`src/rtl/fully_pipelined_adder.sv`:
```
// Bit-serial-in-space adder: one sum bit per pipeline stage, operands skewed in and sums deskewed out.
// Define FPA_OUTPUT_REG_EN to add one more enabled/resettable register on s and carry.
module fully_pipelined_adder #(
  parameter int WIDTH = 8
) (
  output logic [WIDTH-1:0] s,
  output logic             carry,
  input  logic [WIDTH-1:0] a,
  input  logic [WIDTH-1:0] b,
  input  logic             c,
  input  logic             en,
  input  logic             clk,
  input  logic             rst
);

  for (genvar gi = 0; gi < WIDTH; gi++) begin : stage
    logic          a_in;
    logic          b_in;
    logic          c_in;
    logic          sum_bit;
    logic          cout;
    logic [gi:0]   sum_d;
    logic [gi:0]   sum_q;
    logic          carry_d;
    logic          carry_q;

    if (gi == 0) begin : g_src
      assign a_in = a[0];
      assign b_in = b[0];
      assign c_in = c;
      always_comb sum_d = en ? sum_bit : sum_q;
    end else begin : g_src
      // Operand bit gi sits at index 0 of the previous stage's skew register
      assign a_in = stage[gi-1].g_skew.a_q[0];
      assign b_in = stage[gi-1].g_skew.b_q[0];
      assign c_in = stage[gi-1].carry_q;
      always_comb sum_d = en ? {sum_bit, stage[gi-1].sum_q} : sum_q;
    end

    assign sum_bit = a_in ^ b_in ^ c_in;
    assign cout    = (a_in & b_in) | (c_in & (a_in ^ b_in));

    always_comb carry_d = en ? cout : carry_q;

    always_ff @(posedge clk) begin
      if (rst) begin
        sum_q   <= '0;
        carry_q <= 1'b0;
      end else begin
        sum_q   <= sum_d;
        carry_q <= carry_d;
      end
    end

    // Operand bits gi+1..WIDTH-1 still waiting for their stage
    if (gi < WIDTH-1) begin : g_skew
      logic [WIDTH-2-gi:0] a_d;
      logic [WIDTH-2-gi:0] a_q;
      logic [WIDTH-2-gi:0] b_d;
      logic [WIDTH-2-gi:0] b_q;

      if (gi == 0) begin : g_in
        always_comb begin
          a_d = en ? a[WIDTH-1:1] : a_q;
          b_d = en ? b[WIDTH-1:1] : b_q;
        end
      end else begin : g_in
        always_comb begin
          a_d = en ? stage[gi-1].g_skew.a_q[WIDTH-1-gi:1] : a_q;
          b_d = en ? stage[gi-1].g_skew.b_q[WIDTH-1-gi:1] : b_q;
        end
      end

      always_ff @(posedge clk) begin
        if (rst) begin
          a_q <= '0;
          b_q <= '0;
        end else begin
          a_q <= a_d;
          b_q <= b_d;
        end
      end
    end
  end

`ifdef FPA_OUTPUT_REG_EN
  logic [WIDTH-1:0] s_d;
  logic [WIDTH-1:0] s_q;
  logic             carry_d;
  logic             carry_q;

  always_comb begin
    s_d     = s_q;
    carry_d = carry_q;
    if (en) begin
      s_d     = stage[WIDTH-1].sum_q;
      carry_d = stage[WIDTH-1].carry_q;
    end
  end

  always_ff @(posedge clk) begin
    if (rst) begin
      s_q     <= '0;
      carry_q <= 1'b0;
    end else begin
      s_q     <= s_d;
      carry_q <= carry_d;
    end
  end

  assign s     = s_q;
  assign carry = carry_q;
`else
  assign s     = stage[WIDTH-1].sum_q;
  assign carry = stage[WIDTH-1].carry_q;
`endif

endmodule

```
`config.mk`:
```
export PLATFORM = sky130hd
export DESIGN_NAME = fully_pipelined_adder
export DESIGN_NICKNAME = d
export VERILOG_FILES = /design/src/rtl/fully_pipelined_adder.sv
export SDC_FILE = /design/constraint.sdc
export NUM_CORES = 1
export LEC_CHECK = 0
export CORE_MARGIN = 2
export CORE_UTILIZATION = 40
export DETAILED_ROUTE_END_ITERATION = 6
export PLACE_DENSITY = 0.68
export SYNTH_ARGS = -nofsm -noshare
export SYNTH_HDL_FRONTEND = slang
export SYNTH_SLANG_ARGS = --single-unit
```
`constraint.sdc`:
```
create_clock -name clk -period 1 [get_ports clk]
set_input_delay 0.3 -clock clk [delete_from_list [all_inputs] [get_ports clk]]
set_output_delay 0.3 -clock clk [all_outputs]
set_load 0.02 [all_outputs]
```
# Word level (Yosys, flattened, before mapping)
# Cells that the tools add are included.
# word_totals
word_cells	70
regBits	100
in_bits	20
out_inout_bits	9
# op_classes
bitwise_logic	40
# ops
operator	n
1-bit bitwise AND	16
1-bit XOR	16
1-bit bitwise OR	8

# Depth between registers and ports, before layout
# Gate-level depths: netlist of the first run.
# logic_depth
word_depth	3
ltp_mapped	4
ltp_nobuf	3

# Worst setup path before layout of the first run
# No wires, ideal clock.
# synth_path
kind	register to register
from	register stage[0].carry_q
to	register stage[1].sum_q[1]
stages_incl_launch_ff	4
t_arrival_ns	0.930
setup_ns	0.128
path_buffers	0
period_less_slack_ns	1.058
setup_slack_ns	-0.058
required_time_ns	0.872
cell_sequence	dfxtp_1 -> fa_1 -> mux2i_1 -> nor2_1
# synth_between
elab_chain_len	1
# synth_rtl
item	line	source
start, declared	25	logic carry_q;
start signal, assigned	51	carry_q <= carry_d;
1-bit XOR	40	assign sum_bit = a_in ^ b_in ^ c_in;
via stage[1].sum_bit	20	logic sum_bit;
end signal, assigned	50	sum_q <= sum_d;
end, declared	23	logic [gi:0] sum_q;
# The timed path passes the listed nets, and every way through them passes these cells.
# A chain may end at the register's enable or synchronous reset.

# Worst setup path after layout of the first run
# layout_path
from	register stage[7].sum_q[1] (netlist: s[1])
to	output s[1]
# layout_rtl
item	line	source
start, declared	23	
start signal, assigned	50	
end, declared	6	output logic [WIDTH-1:0] s,
# No word-level cell between the ends.

==> out/results.tsv, run 1 <==
metric	value	unit
pre_cts_slack	-508	ps
wl_per_cell	12.1	microns
vias	2304	
hold_violations	0	
power_frac_seq	56.7	%
grt_pass1_wl	10.4	mm
rows	35	
cp.required	700	ps
crit_path_cell_trace	buf_6	
yosysSeqAreaShare	53.4	%
syn_inst	330	
final_antenna_net_count	0	
grt_pass1_vias	2206	
setup_viol	20	
syn_area_per_cell	11.4	sq um
fin_area	0.00451	sq mm
initial_core_util	41.0	%
drt-total-wl	5.95	mm
p_clk_share	36.4	%
dpl.hpwl	3.87	mm
critPathMaxStageDelay	340	ps
setup_slack	-120	ps
grt_max_degree	44	
violations	setup timing	
layout-drive-gt1-share	24.1	%
worst_hold_path_type	in2reg	
p_comb_share	6.9	%
clock_latency	370	ps
fin_hold_ws	376	ps
ir_drop	861	uV
cts_root_buf	clkbuf_8	
maxSlewHeadroom	84.1	%
final_cells	492	
status	complete, but fails checks	
drc	0	
synth_seq_cells	100	
leakage	2.05	nW
fmax	0.893	GHz
via_per_inst	4.68	
placedCellCount	471	
synth.distinct_cells	9	
dieArea	0.0102	sq mm
crit_fanout	2	
cts_buffers	9	
grt_usage	12.9	%
slowest_stage	dfxtp_2	
area_delta_synth_final	20.2	%
placed_cell_area	0.00421	sq mm
p_sw_share	23.9	%
dr.first_iter.drc_count	69	
final_cell_mix	mux2i_1, nor2_1, dfxtp_1	
rsz0062_at_grt	yes	
netlist_area	0.00375	sq mm
clkTransAtPathRegs	100	ps
grt-ovfl-total	0	
antenna_found_initial	0	
worstSetupPathType	reg2out	
p_int	5.53	mW
min_period	1120	ps
port_buffers	28	
core-area	0.00915	sq mm
cellPowerDensity	1610	mW/mm^2
final_util	49.3	%
cts.sinks	100	
tritoncts	yes	
crit_path_end_kind	primary output	
drv_slew	0	
clock_skew	8.73	ps
boundaryPins	29	
tightest_slew	239	ps
crit_family	flip-flops	
cap_violations	0	
clock_path_buffers	2	
syn-num-nets	358	
n_antenna_cell	0	
post-route-period-util	112	%
fillCellCount	812	
place_congestion	0.726	
p_sw	1.73	mW
ys_warn_count	0	
die_h	101	microns
path_buf_inv	1	
die_w	101	microns
htreeDepth	3	
dr.pass1.iters	4	
final_nets	404	
cp-start-kind	register	
worstPathArrival	820	ps
metrics by stage:
step                TNS, ps  power [mW]
floorplan              -444        4.57
global placement     -12130        4.69
detailed placement   -13480        4.71
CTS                   -2040        7.35
global route          -2570        7.56
finish                -1760        7.26
cell usage after synthesis:
library cell  number  area share [%]
buf_12             1            0.53
clkbuf_2           1            0.13
nor2_1           100              10
buf_1              5            0.50
dfxtp_1          100              53
clkbuf_1           5            0.50
fa_1               8             4.3
buf_8             10             4.0
mux2i_1          100              27
registers in the layout (all words and copies together) (netlist names):
signal and count:
s 8, stage.carry_q 7, stage.g_skew.a_q 28, stage.g_skew.b_q 28, stage.sum_q 28, carry 1
worst min-delay path, stage by stage:
cell	delay, ps
buf_2	140
buf_12	170
nor2_1	100
per-layer routing:
layer | up-vias | routed length (microns) | track usage [%]
met5 | - | 0 | 0
met4 | 0 | 53 | 4.74
met1 | 1075 | 2980 | 16.8
met2 | 38 | 2670 | 19.8
met3 | 8 | 245 | 4.37
li1 | 1183 | - | -
final timing paths:
path,cells past startpoint,endpoint,slack (ps),start
worst max-delay path,1,s[1],-120,s[1]
worst min-delay path,3,stage[0].g_skew.b_q[2],380,rst
worst max register to register,3,stage[3].sum_q[3],-110,stage[2].carry_q
worst min register to register,2,stage[5].sum_q[4],500,stage[5].sum_q[4]
logic make-up (layout without fill, tap and decap cells):
| group | count (synthesis) | count (layout) | synth area share, % |
|---|---|---|---|
| AND/OR/NAND/NOR | 100 | 100 | 10.0 |
| flip-flops | 100 | 100 | 53.4 |
| buffers and inverters | 22 | 73 | 5.67 |
| adder cells (fa/ha/maj) | 8 | 8 | 4.27 |
| multiplexers | 100 | 100 | 26.7 |
power by group through the flow:
stage | sequential, mW | combinational, mW | clock [mW]
CTS | 4.11 | 0.508 | 2.73
global placement | 4.20 | 0.490 | 0
floorplan | 4.19 | 0.384 | 0
detailed placement | 4.21 | 0.506 | 0
finish | 4.11 | 0.503 | 2.64
global route | 4.13 | 0.550 | 2.88
area by class of cell:
class / count / area, sq um / share of cell area [%]
Clock inverter: 7 / 80.1 / 1.78
Tap cell: 111 / 139 / 3.08
Clock buffer: 9 / 124 / 2.75
Timing Repair Buffer: 57 / 573 / 12.7
Sequential cell: 100 / 2040 / 45.2
Multi-Input combinational cell: 208 / 1550 / 34.5
timing repair:
| item | CTS | global route |
|---|---|---|
| resized for setup | 85 | 1 |
| pin swaps | 3 | 3 |
| endpoints found under the setup margin | 25 | 23 |
| hold buffers | 0 | 0 |
| setup buffers | 2 | 3 |
No activity file was read; power rests on OpenSTA's default activity.
==> run 2: changes to the inputs <==
Settings changed: CORE_UTILIZATION 40 to 38, PLACE_DENSITY 0.68 to 0.66.
==> out/results.tsv, run 2 (same netlist as run 1, synthesis figures left out) <==
metric	value	unit	change
final_cell_mix	mux2i_1, nor2_1, dfxtp_1		unchanged
dpl.hpwl	3.70	mm	was 3.87 mm
maxSlewHeadroom	84.3	%	was 84.1%
setup_viol	23		was 20
grt_usage	11.7	%	was 12.9%
leakage	1.96	nW	was 2.05 nW
drc	0		unchanged
tns	-1840	ps	was -1760 ps
vias	2220		was 2304
final_cells	502		was 492
n_antenna_cell	0		unchanged
final_antenna_net_count	0		unchanged
cellPowerDensity	1590	mW/mm^2	was 1610 mW/mm^2
via_per_inst	4.42		was 4.68
place_congestion	0.718		was 0.726
cts.sinks	100		unchanged
clkTransAtPathRegs	100	ps	about the same
dr.first_iter.drc_count	91		was 69
die_h	103	microns	was 101 microns
port_buffers	28		unchanged
dieArea	0.0107	sq mm	was 0.0102 sq mm
placedCellCount	480		was 471
clock_latency	360	ps	was 370 ps
path_buf_inv	0		was 1
initial_core_util	38.7	%	was 41.0%
clock_skew	4.88	ps	was 8.73 ps
drt-total-wl	5.60	mm	was 5.95 mm
min_period	1130	ps	was 1120 ps
violations	setup timing		unchanged
grt_max_degree	58		was 44
fmax	0.888	GHz	was 0.893 GHz
htreeDepth	3		unchanged
critPathMaxStageDelay	460	ps	was 340 ps
tritoncts	yes		unchanged
crit_family	adder cells		was flip-flops
grt_pass1_wl	9.67	mm	was 10.4 mm
clock_path_buffers	2		unchanged
wl_per_cell	11.1	microns	was 12.1 microns
crit_path_end_kind	register		was primary output
final_nets	392		was 404
status	complete, but fails checks		unchanged
antenna_found_initial	0		unchanged
grt-ovfl-total	0		unchanged
cts_buffers	9		unchanged
ir_drop	611	uV	was 861 uV
crit_path_cell_trace	fa_1, mux2i_1, nor2_1		was buf_6
reg.largest.list	stage.g_skew.a_q (28), stage.g_skew.b_q (28), stage.sum_q (28)		unchanged
core-area	0.00968	sq mm	was 0.00915 sq mm
cp.required	1250	ps	was 700 ps
cp-start-kind	register		unchanged
worstPathArrival	1370	ps	was 820 ps
area_delta_synth_final	17.2	%	was 20.2%
setup_slack	-126	ps	was -120 ps
rows	36		was 35
fillCellCount	904		was 812
die_w	103	microns	was 101 microns
pre_cts_slack	-529	ps	was -508 ps
worstSetupPathType	reg2reg		was reg2out
power	6.97	mW	was 7.26 mW
boundaryPins	29		unchanged
cap_violations	0		unchanged
rsz0062_at_grt	yes		unchanged
grt_pass1_vias	2152		was 2206
final_util	45.4	%	was 49.3%
slowest_stage	fa_1		was dfxtp_2
tightest_slew	235	ps	was 239 ps
layout-drive-gt1-share	21.4	%	was 24.1%
hold_violations	0		unchanged
drv_slew	0		unchanged
crit_fanout	2		unchanged
worst_hold_path_type	in2reg		unchanged
cts_hold_buf	0		unchanged
post-route-period-util	113	%	was 112%
dr.pass1.iters	3		was 4
cts_root_buf	clkbuf_8		unchanged
[run 2: worst paths after layout]
path | start | to | slack, ps | cells after the start
setup / recovery | stage[6].carry_q | s[7] | -130 | 3
hold / removal | rst | stage[0].g_skew.b_q[0] | 170 | 2
setup reg to reg | stage[6].carry_q | s[7] | -130 | 3
hold reg to reg | stage[2].g_skew.b_q[3] | stage[2].g_skew.b_q[3] | 500 | 2
[run 2: stage by stage]
step	hold WS [ps]	instance area [sq um]
after floorplan	447	3760
after global placement	473	4120
after detailed placement	483	4120
after CTS	147	4380
after global routing	150	4400
final	171	4400
[run 2: cell type report]
cell class | count | area (sq um) | share of cell area, %
Sequential cell | 100 | 2040 | 46.4
Tap cell | 133 | 166 | 3.78
Multi-Input combinational cell | 208 | 1550 | 35.3
Clock buffer | 9 | 124 | 2.82
Timing Repair Buffer | 45 | 458 | 10.4
Clock inverter | 7 | 58.8 | 1.34
[run 2: worst reg2reg max path: cells and delay by family (launching register included)]
kind / cells / cell delay (ps)
AND/OR/NAND/NOR: 1 / 70
flip-flops: 1 / 340
multiplexers: 1 / 150
adder cells (fa/ha/maj): 1 / 460
[run 2: report_power, final]
part | internal [mW] | total [mW] | switching [mW]
sequential | 4.06 | 4.11 | 0.0475
combinational | 0.253 | 0.484 | 0.231
clock | 0.944 | 2.38 | 1.43
[run 2: metal layers]
layer  GRT usage [%]  wire length (microns)  up-vias
met5               0                      0        -
met4            4.25                     89        0
met3            5.04                    223        6
met2            18.4                   2460       31
met1            14.4                   2830     1021
li1                -                      -     1162
[run 2: what timing repair did]
| action | 4_1_cts | 5_1_grt |
|---|---|---|
| buffers inserted | 5 | 1 |
| gates resized for setup | 81 | 4 |
| pin swaps | 9 | 10 |
| setup endpoints to repair | 25 | 23 |
| endpoints found under the hold margin | 0 | 0 |
==> run 3: changes to the inputs <==
Settings changed: SLEW_MARGIN set to 20.
==> results of run 3 <==
The final DEF is identical to that of run 2; final timing and power are the same.
